**src/rtl/multiplier_arbiter_if.sv**
```systemverilog
// multiplier_arbiter_if: request/response bundle between requesters, consumer and multiplier_arbiter.
// Latency: none, wiring only.
// Backpressure: req_ready is the per-requester grant; rsp_ready=0 stalls the whole arbiter pipeline.
// Signals: req_valid/req_ready/req_signed (one bit per requester), req_a/req_b packed with
//          requester i at [i*W +: W], rsp_valid/rsp_ready/rsp_id/rsp_data single result port.
// Modports: master = requesters + consumer side, slave = arbiter side.
interface multiplier_arbiter_if #(
  parameter int NB_REQ   = 4,
  parameter int ID_WIDTH = 2,
  parameter int WIDTH_A  = 16,
  parameter int WIDTH_B  = 16
);
  logic [NB_REQ-1:0]          req_valid;
  logic [NB_REQ-1:0]          req_ready;
  logic [NB_REQ-1:0]          req_signed;
  logic [NB_REQ*WIDTH_A-1:0]  req_a;
  logic [NB_REQ*WIDTH_B-1:0]  req_b;
  logic                       rsp_valid;
  logic                       rsp_ready;
  logic [ID_WIDTH-1:0]        rsp_id;
  logic [WIDTH_A+WIDTH_B-1:0] rsp_data;

  modport master (
    output req_valid, req_signed, req_a, req_b, rsp_ready,
    input  req_ready, rsp_valid, rsp_id, rsp_data
  );

  modport slave (
    input  req_valid, req_signed, req_a, req_b, rsp_ready,
    output req_ready, rsp_valid, rsp_id, rsp_data
  );
endinterface

```
**src/rtl/multiplier_arbiter.sv**
```systemverilog
// multiplier_arbiter: shares one pipelined signed/unsigned multiplier between NB_REQ requesters.
// Latency: LAT = NB_EXTRA_REG+1 enabled cycles from grant to rsp_valid; one grant per cycle.
// Backpressure: rsp_valid & ~rsp_ready freezes every pipeline stage and forces all req_ready low.
// Ports: clk, rst (async, active-high), bus (multiplier_arbiter_if.slave).
// Build option: MULTIPLIER_ARBITER_RR_EN defined selects round-robin arbitration; undefined
//               selects fixed priority (lowest valid index wins).

// multiplier: full-width product, both operands two's complement when is_signed is set.
// Latency: NB_EXTRA_REG+1 registers, all advancing together on enable.
// Backpressure: enable=0 holds every stage; datapath has no reset.
module multiplier #(
  parameter int WIDTH_A      = 16,
  parameter int WIDTH_B      = 16,
  parameter int NB_EXTRA_REG = 1
) (
  input  logic                       clk,
  input  logic                       enable,
  input  logic                       is_signed,
  input  logic [WIDTH_A-1:0]         a,
  input  logic [WIDTH_B-1:0]         b,
  output logic [WIDTH_A+WIDTH_B-1:0] out
);
  localparam int LAT = NB_EXTRA_REG + 1;
  localparam int RW  = WIDTH_A + WIDTH_B;

  logic signed [WIDTH_A:0] a_ext;
  logic signed [WIDTH_B:0] b_ext;
  logic signed [RW-1:0]    prod;
  logic [RW-1:0]           pipe [LAT];

  // One extra top bit turns unsigned operands into non-negative signed ones, so a single
  // signed multiply covers both modes. Only the low RW bits of the product are meaningful.
  assign a_ext = {is_signed & a[WIDTH_A-1], a};
  assign b_ext = {is_signed & b[WIDTH_B-1], b};
  assign prod  = RW'(a_ext) * RW'(b_ext);

  always_ff @(posedge clk) begin
    if (enable) begin
      pipe[0] <= prod;
      for (int s = 1; s < LAT; s++) begin
        pipe[s] <= pipe[s-1];
      end
    end
  end

  assign out = pipe[LAT-1];
endmodule

module multiplier_arbiter #(
  parameter int NB_REQ       = 4,
  parameter int ID_WIDTH     = 2,
  parameter int WIDTH_A      = 16,
  parameter int WIDTH_B      = 16,
  parameter int NB_EXTRA_REG = 1
) (
  input  logic                 clk,
  input  logic                 rst,
  multiplier_arbiter_if.slave  bus
);
  localparam int LAT   = NB_EXTRA_REG + 1;
  localparam int IDX_W = (NB_REQ > 1) ? $clog2(NB_REQ) : 1;

  logic                stall;
  logic                enable;
  logic                grant_any;
  logic                grant_fire;
  logic [ID_WIDTH-1:0] grant_idx;
  logic [ID_WIDTH-1:0] search_base;
  logic [NB_REQ-1:0]   ready_vec;
  int                  cand;

  logic [WIDTH_A-1:0]  a_arr [NB_REQ];
  logic [WIDTH_B-1:0]  b_arr [NB_REQ];
  logic [WIDTH_A-1:0]  mul_a;
  logic [WIDTH_B-1:0]  mul_b;
  logic                mul_signed;

  logic                tag_vld [LAT];
  logic [ID_WIDTH-1:0] tag_id  [LAT];

  assign stall      = bus.rsp_valid & ~bus.rsp_ready;
  assign enable     = ~stall;
  // rst is asynchronous, so the combinational grant is masked directly to keep req_ready low
  // for the whole reset window, not just from the next edge.
  assign grant_fire = grant_any & enable & ~rst;

  for (genvar i = 0; i < NB_REQ; i++) begin : g_unpack
    assign a_arr[i] = bus.req_a[i*WIDTH_A +: WIDTH_A];
    assign b_arr[i] = bus.req_b[i*WIDTH_B +: WIDTH_B];
  end

`ifdef MULTIPLIER_ARBITER_RR_EN
  // Points at the requester after the last one granted; search starts here.
  logic [ID_WIDTH-1:0] rr_ptr;

  always_ff @(posedge clk or posedge rst) begin
    if (rst) begin
      rr_ptr <= '0;
    end else if (grant_fire) begin
      rr_ptr <= (grant_idx == ID_WIDTH'(NB_REQ - 1)) ? '0 : grant_idx + ID_WIDTH'(1);
    end
  end

  assign search_base = rr_ptr;
`else
  assign search_base = '0;
`endif

  // First valid requester at or after search_base, wrapping modulo NB_REQ.
  always_comb begin
    grant_any = 1'b0;
    grant_idx = '0;
    cand      = 0;
    for (int k = 0; k < NB_REQ; k++) begin
      cand = int'(search_base) + k;
      if (cand >= NB_REQ) begin
        cand = cand - NB_REQ;
      end
      if (!grant_any && bus.req_valid[cand[IDX_W-1:0]]) begin
        grant_any = 1'b1;
        grant_idx = cand[ID_WIDTH-1:0];
      end
    end
  end

  always_comb begin
    ready_vec = '0;
    if (grant_fire) begin
      ready_vec[grant_idx] = 1'b1;
    end
  end

  assign bus.req_ready = ready_vec;

  // Without a grant the multiplier sees 0 * 0 unsigned, so idle slots carry a known product.
  always_comb begin
    mul_a      = '0;
    mul_b      = '0;
    mul_signed = 1'b0;
    if (grant_fire) begin
      mul_a      = a_arr[grant_idx];
      mul_b      = b_arr[grant_idx];
      mul_signed = bus.req_signed[grant_idx];
    end
  end

  multiplier #(
    .WIDTH_A      (WIDTH_A),
    .WIDTH_B      (WIDTH_B),
    .NB_EXTRA_REG (NB_EXTRA_REG)
  ) u_mul (
    .clk       (clk),
    .enable    (enable),
    .is_signed (mul_signed),
    .a         (mul_a),
    .b         (mul_b),
    .out       (bus.rsp_data)
  );

  // Tag pipeline mirrors the multiplier stage for stage; bubbles are kept, never collapsed,
  // so tag and product stay aligned through stalls.
  always_ff @(posedge clk or posedge rst) begin
    if (rst) begin
      for (int s = 0; s < LAT; s++) begin
        tag_vld[s] <= 1'b0;
        tag_id[s]  <= '0;
      end
    end else if (enable) begin
      tag_vld[0] <= grant_fire;
      tag_id[0]  <= grant_fire ? grant_idx : '0;
      for (int s = 1; s < LAT; s++) begin
        tag_vld[s] <= tag_vld[s-1];
        tag_id[s]  <= tag_id[s-1];
      end
    end
  end

  assign bus.rsp_valid = tag_vld[LAT-1];
  assign bus.rsp_id    = tag_id[LAT-1];
endmodule

```
**src/flat_wrapper.sv**
```systemverilog
// flat-port wrapper written by rule: the top's interface ports become plain ports
module multiplier_arbiter_flat 
#(
  parameter int NB_REQ       = 4,
  parameter int ID_WIDTH     = 2,
  parameter int WIDTH_A      = 16,
  parameter int WIDTH_B      = 16,
  parameter int NB_EXTRA_REG = 1
)
  (clk, rst, bus_req_valid, bus_req_signed, bus_req_a, bus_req_b, bus_rsp_ready, bus_req_ready, bus_rsp_valid, bus_rsp_id, bus_rsp_data);
  multiplier_arbiter_if #(.NB_REQ(NB_REQ), .ID_WIDTH(ID_WIDTH), .WIDTH_A(WIDTH_A), .WIDTH_B(WIDTH_B)) bus_i ();
  input  logic clk;
  input  logic rst;
  input wire logic [$bits(bus_i.req_valid)-1:0] bus_req_valid;
  input wire logic [$bits(bus_i.req_signed)-1:0] bus_req_signed;
  input wire logic [$bits(bus_i.req_a)-1:0] bus_req_a;
  input wire logic [$bits(bus_i.req_b)-1:0] bus_req_b;
  input wire logic [$bits(bus_i.rsp_ready)-1:0] bus_rsp_ready;
  output wire logic [$bits(bus_i.req_ready)-1:0] bus_req_ready;
  output wire logic [$bits(bus_i.rsp_valid)-1:0] bus_rsp_valid;
  output wire logic [$bits(bus_i.rsp_id)-1:0] bus_rsp_id;
  output wire logic [$bits(bus_i.rsp_data)-1:0] bus_rsp_data;
  assign bus_i.req_valid = bus_req_valid;
  assign bus_i.req_signed = bus_req_signed;
  assign bus_i.req_a = bus_req_a;
  assign bus_i.req_b = bus_req_b;
  assign bus_i.rsp_ready = bus_rsp_ready;
  assign bus_req_ready = bus_i.req_ready;
  assign bus_rsp_valid = bus_i.rsp_valid;
  assign bus_rsp_id = bus_i.rsp_id;
  assign bus_rsp_data = bus_i.rsp_data;
  multiplier_arbiter #(.NB_REQ(NB_REQ), .ID_WIDTH(ID_WIDTH), .WIDTH_A(WIDTH_A), .WIDTH_B(WIDTH_B), .NB_EXTRA_REG(NB_EXTRA_REG)) u_core (.clk(clk), .rst(rst), .bus(bus_i));
endmodule
```
**config.mk**
```make
export PLATFORM = sky130hd
export DESIGN_NAME = multiplier_arbiter_flat
export DESIGN_NICKNAME = d
export VERILOG_FILES = /design/src/rtl/multiplier_arbiter_if.sv /design/src/rtl/multiplier_arbiter.sv /design/src/flat_wrapper.sv
export SDC_FILE = /design/constraint.sdc
export NUM_CORES = 1
export LEC_CHECK = 0
export CORE_ASPECT_RATIO = 1.25
export CORE_MARGIN = 2
export CORE_UTILIZATION = 35
export DETAILED_ROUTE_END_ITERATION = 12
export PLACE_DENSITY = 0.61
export RECOVER_POWER = 100
export SLEW_MARGIN = 20
export SYNTH_ARGS = -nofsm -noshare
export SYNTH_HDL_FRONTEND = slang
export SYNTH_SLANG_ARGS = --single-unit
```
**constraint.sdc**
```tcl
create_clock -name clk -period 6.95 [get_ports clk]
set_input_delay 1.39 -clock clk [delete_from_list [all_inputs] [get_ports clk]]
set_output_delay 1.39 -clock clk [all_outputs]
set_load 0.02 [all_outputs]
```
==> impl_metrics.json <==
{
  "setup_tns_ns": -9.21,
  "synth_sequential_area_ratio": 0.148,
  "rr_startpoint": "u_core.bus.rsp_valid$_DFFE_PP0N_",
  "switching_share": 0.436,
  "ios": 178,
  "synthSimpleGateAreaFrac": 0.141,
  "p_switching_mw": 2.22,
  "dp_hpwl_um": 40900,
  "synth_top_family_by_area": "adder cells",
  "syn_area_um2": 14000,
  "r2r_setup_slack_ns": 0.08,
  "grt_max_degree": 65,
  "synthAdderAreaFrac": 0.477,
  "overflow": 0,
  "synth.area.mux_share": 0.00519,
  "numClockSinks": 70,
  "track_usage": 0.245,
  "grt_pass1_vias": 13500,
  "cp_num_buf_inv": 12,
  "finClkSkew_ns": 0.0121,
  "cp_max_fo": 12,
  "initial_utilization": 0.356,
  "critPathCaptureType": "register",
  "period_minus_slack_ns": 7.75,
  "fmax_mhz": 129,
  "maxSlewViolCount": 65,
  "synth_compound_area_frac": 0.0857,
  "drt_iter0_markers": 665,
  "diodes": 0,
  "drv_cap": 1,
  "slew_headroom": -1.44,
  "insertion_delay_ns": 0.37,
  "grtUsageMet1": 0.276,
  "placed_area_um2": 18700,
  "drt-wirelength-per-cell_um": 19.7,
  "cts_root_buf": "clkbuf_16",
  "grt_pass1_wl_um": 75100,
  "worst_pin_slew_ns": 3.66,
  "fin_area_um2": 20800,
  "fin_ws_ns": -0.800,
  "hold_depth": 0,
  "p_seq_frac": 0.152,
  "ys_ff_latch": 70,
  "crit_required_ns": 7.04,
  "syn_avg_cell_area_um2": 9.29,
  "ys_warn_count": 0,
  "power_mw": 5.09,
  "drt_wl_total_um": 49000,
  "ff2ff_path_depth": 27,
  "min_from": "u_core.u_mul.pipe[0][21]$_DFFE_PN_",
  "power_frac_clock": 0.090,
  "cpPeakStageDelay_ns": 0.51,
  "cpMostUsedCell": "fa_1",
  "crit_type": "input pin to register",
  "power.internal_mw": 2.87,
  "grt_busiest_layer": "met2",
  "chipWidth_um": 183,
  "io_buffers": 177,
  "cp.arrival_ns": 7.84,
  "netlist_instances": 1506,
  "drc_errors": 0,
  "core_area_um2": 39300,
  "grt_use_met3": 0.0418,
  "cts_buffers": 9,
  "hold_end": "u_core.u_mul.pipe[0][53]$_DFFE_PN_",
  "cts.reportedPaths.clkPinSlew_ns": 0.06,
  "slowest_stage": "fa_1",
  "synth_top_area_share": 0.403,
  "post-route-period-util": 1.12,
  "synth_edf_count": 64,
  "hp-class": "register to register",
  "syn_nets": 2009,
  "antenna_found_initial": 0,
  "startpoint_type": "input pin",
  "synth_top_area_cell": "fa_1",
  "cts_htree_levels": 3,
  "power_leakage_nw": 9.79,
  "vdd_drop_max_mv": 0.150,
  "area_delta_synth_final_pct": 48.3,
  "setup_viol": 20,
  "dr.pass1.iters": 5,
  "die_area_um2": 41600,
  "rsz0062_at_grt": "yes",
  "fp-row-count": 81,
  "cts_tree": "done",
  "synth_flop_cell": "edfxtp_1",
  "synth-xor-area-share": 0.0231,
  "ys_types": 54,
  "postRouteAntennaNets": 0,
  "drive_gt1_frac": 0.321,
  "timing.hold.ws_ns": 0.416,
  "grt_util_met2": 0.462,
  "num-nets-final": 2487,
  "powerDensity_nw_per_um2": 245,
  "violations": "capacitance limit, slew limit, setup timing",
  "vias_per_cell": 4.87,
  "power_frac_comb": 0.758,
  "fin_util": 0.528,
  "ctsLongestPathBuffers": 2,
  "synth_area_leaders": "fa_1 40%, edfxtp_1 14%, inv_1 8.6%",
  "outcome": "finished, violations left",
  "gp_congestion": 1.00,
  "crit_family": "adder cells",
  "hold_viol": 0,
  "async_flop_share": 0.0857,
  "die_h_um": 228,
  "r2r-end": "u_core.u_mul.pipe[0][24]$_DFFE_PN_",
  "vias": 12100
}
routing by layer:
metal / vias up / wire length (µm)
met1: 6099 / 18800
li1: 5596 / -
met4: 0 / 1650
met3: 77 / 2440
met5: - / 0
met2: 328 / 26100
area by class of cell:
| class | count | area, µm² |
|---|---|---|
| clock buffer | 9 | 225 |
| multi-input combinational | 1030 | 11500 |
| tap | 498 | 623 |
| inverter | 320 | 1210 |
| clock inverter | 7 | 56.3 |
| timing repair buffer | 553 | 5080 |
| sequential | 70 | 2070 |
| fill | 3702 | 18600 |
sequential cells by signal, indices dropped and copies added (netlist names):
signal                cells
u_core.u_mul.pipe        64
u_core.tag_vld            1
u_core.bus.rsp_valid      1
u_core.bus.rsp_id         2
u_core.tag_id             2
stage by stage:
step / setup slack [ns] / std cells
2_1_floorplan: -0.823 / 1506
3_3_place_gp: -2.04 / 2384
3_5_place_dp: -2.11 / 2384
4_1_cts: -0.850 / 2450
5_1_grt: -1.01 / 2487
6_report: -0.800 / 2487
placed cells by master (no fill, tap or decap), types with 13 or more instances in the layout:
cell type and count:
inv_2 27, a21oi_4 14, a21oi_1 16, xnor2_1 26, fa_1 264, nand2_2 31
nor2_1 125, nor3_1 13, clkdlybuf4s50_1 136, buf_6 50, inv_1 290, ha_4 17
buf_12 18, buf_4 299, ha_1 65, edfxtp_1 64, nor2_2 16, a21oi_2 16
nand2_1 187, fa_2 18, dlygate4sd3_1 35, a221o_1 24, a221oi_2 13
synth_stat cells, types with 3 or more instances:
library cell    n
nor4_1          5
nand3_1         8
nor2_1        150
o21ai_1         6
buf_2          18
o21a_1          7
fa_1          282
xnor2_1        27
buf_1           3
edfxtp_1       64
inv_1         320
xor2_1          8
nor2b_1        11
clkbuf_1       29
nor3_1         15
a22oi_1         3
a221oi_2       13
a221oi_1       10
buf_4          35
ha_1           82
mux2i_1         5
a21oi_1        46
a221o_1        28
a31oi_1         5
a211oi_1        5
nand2_1       228
dfrtp_1         6
o21ai_0        15
nand2b_1        9
and3_1          9
nand4_1         3
and2_1         18
a21o_1          8
power by group through the flow:
stage               Combinational [mW]  Clock, mW  Sequential (mW)
CTS                               3.67      0.476            0.777
global route                      4.26      0.488            0.789
detailed placement                3.35          0            0.785
global placement                  3.27          0            0.781
floorplan                         2.11          0            0.771
finish                            3.86      0.459            0.773
worst max path at each step:
stage                startpoint                                  to  depth (start not counted)
2_1_floorplan  bus_req_valid[2]  u_core.u_mul.pipe[0][23]$_DFFE_PN_                         30
3_3_place_gp   bus_req_valid[1]  u_core.u_mul.pipe[0][30]$_DFFE_PN_                         29
3_5_place_dp   bus_req_valid[0]  u_core.u_mul.pipe[0][31]$_DFFE_PN_                         27
4_1_cts        bus_req_valid[2]  u_core.u_mul.pipe[0][30]$_DFFE_PN_                         27
5_1_grt        bus_req_valid[0]  u_core.u_mul.pipe[0][23]$_DFFE_PN_                         29
6_report       bus_req_valid[0]  u_core.u_mul.pipe[0][24]$_DFFE_PN_                         30
cell families after synthesis:
| kind of cell | count (synthesis) |
|---|---|
| simple gates | 468 |
| buf+inv | 406 |
| compound gates | 155 |
| xor+xnor | 36 |
| flops | 70 |
| fa+ha+maj | 364 |
| mux | 7 |
repair_timing:
| action | CTS | global route |
|---|---|---|
| gates cloned | 3 | 2 |
| pin swaps | 96 | 106 |
| endpoints found under the setup margin | 23 | 21 |
| hold buffers | 0 | 0 |
| setup buffers | 47 | 40 |
| gates resized for setup | 171 | 133 |
Power figures use the tool's default switching activity.
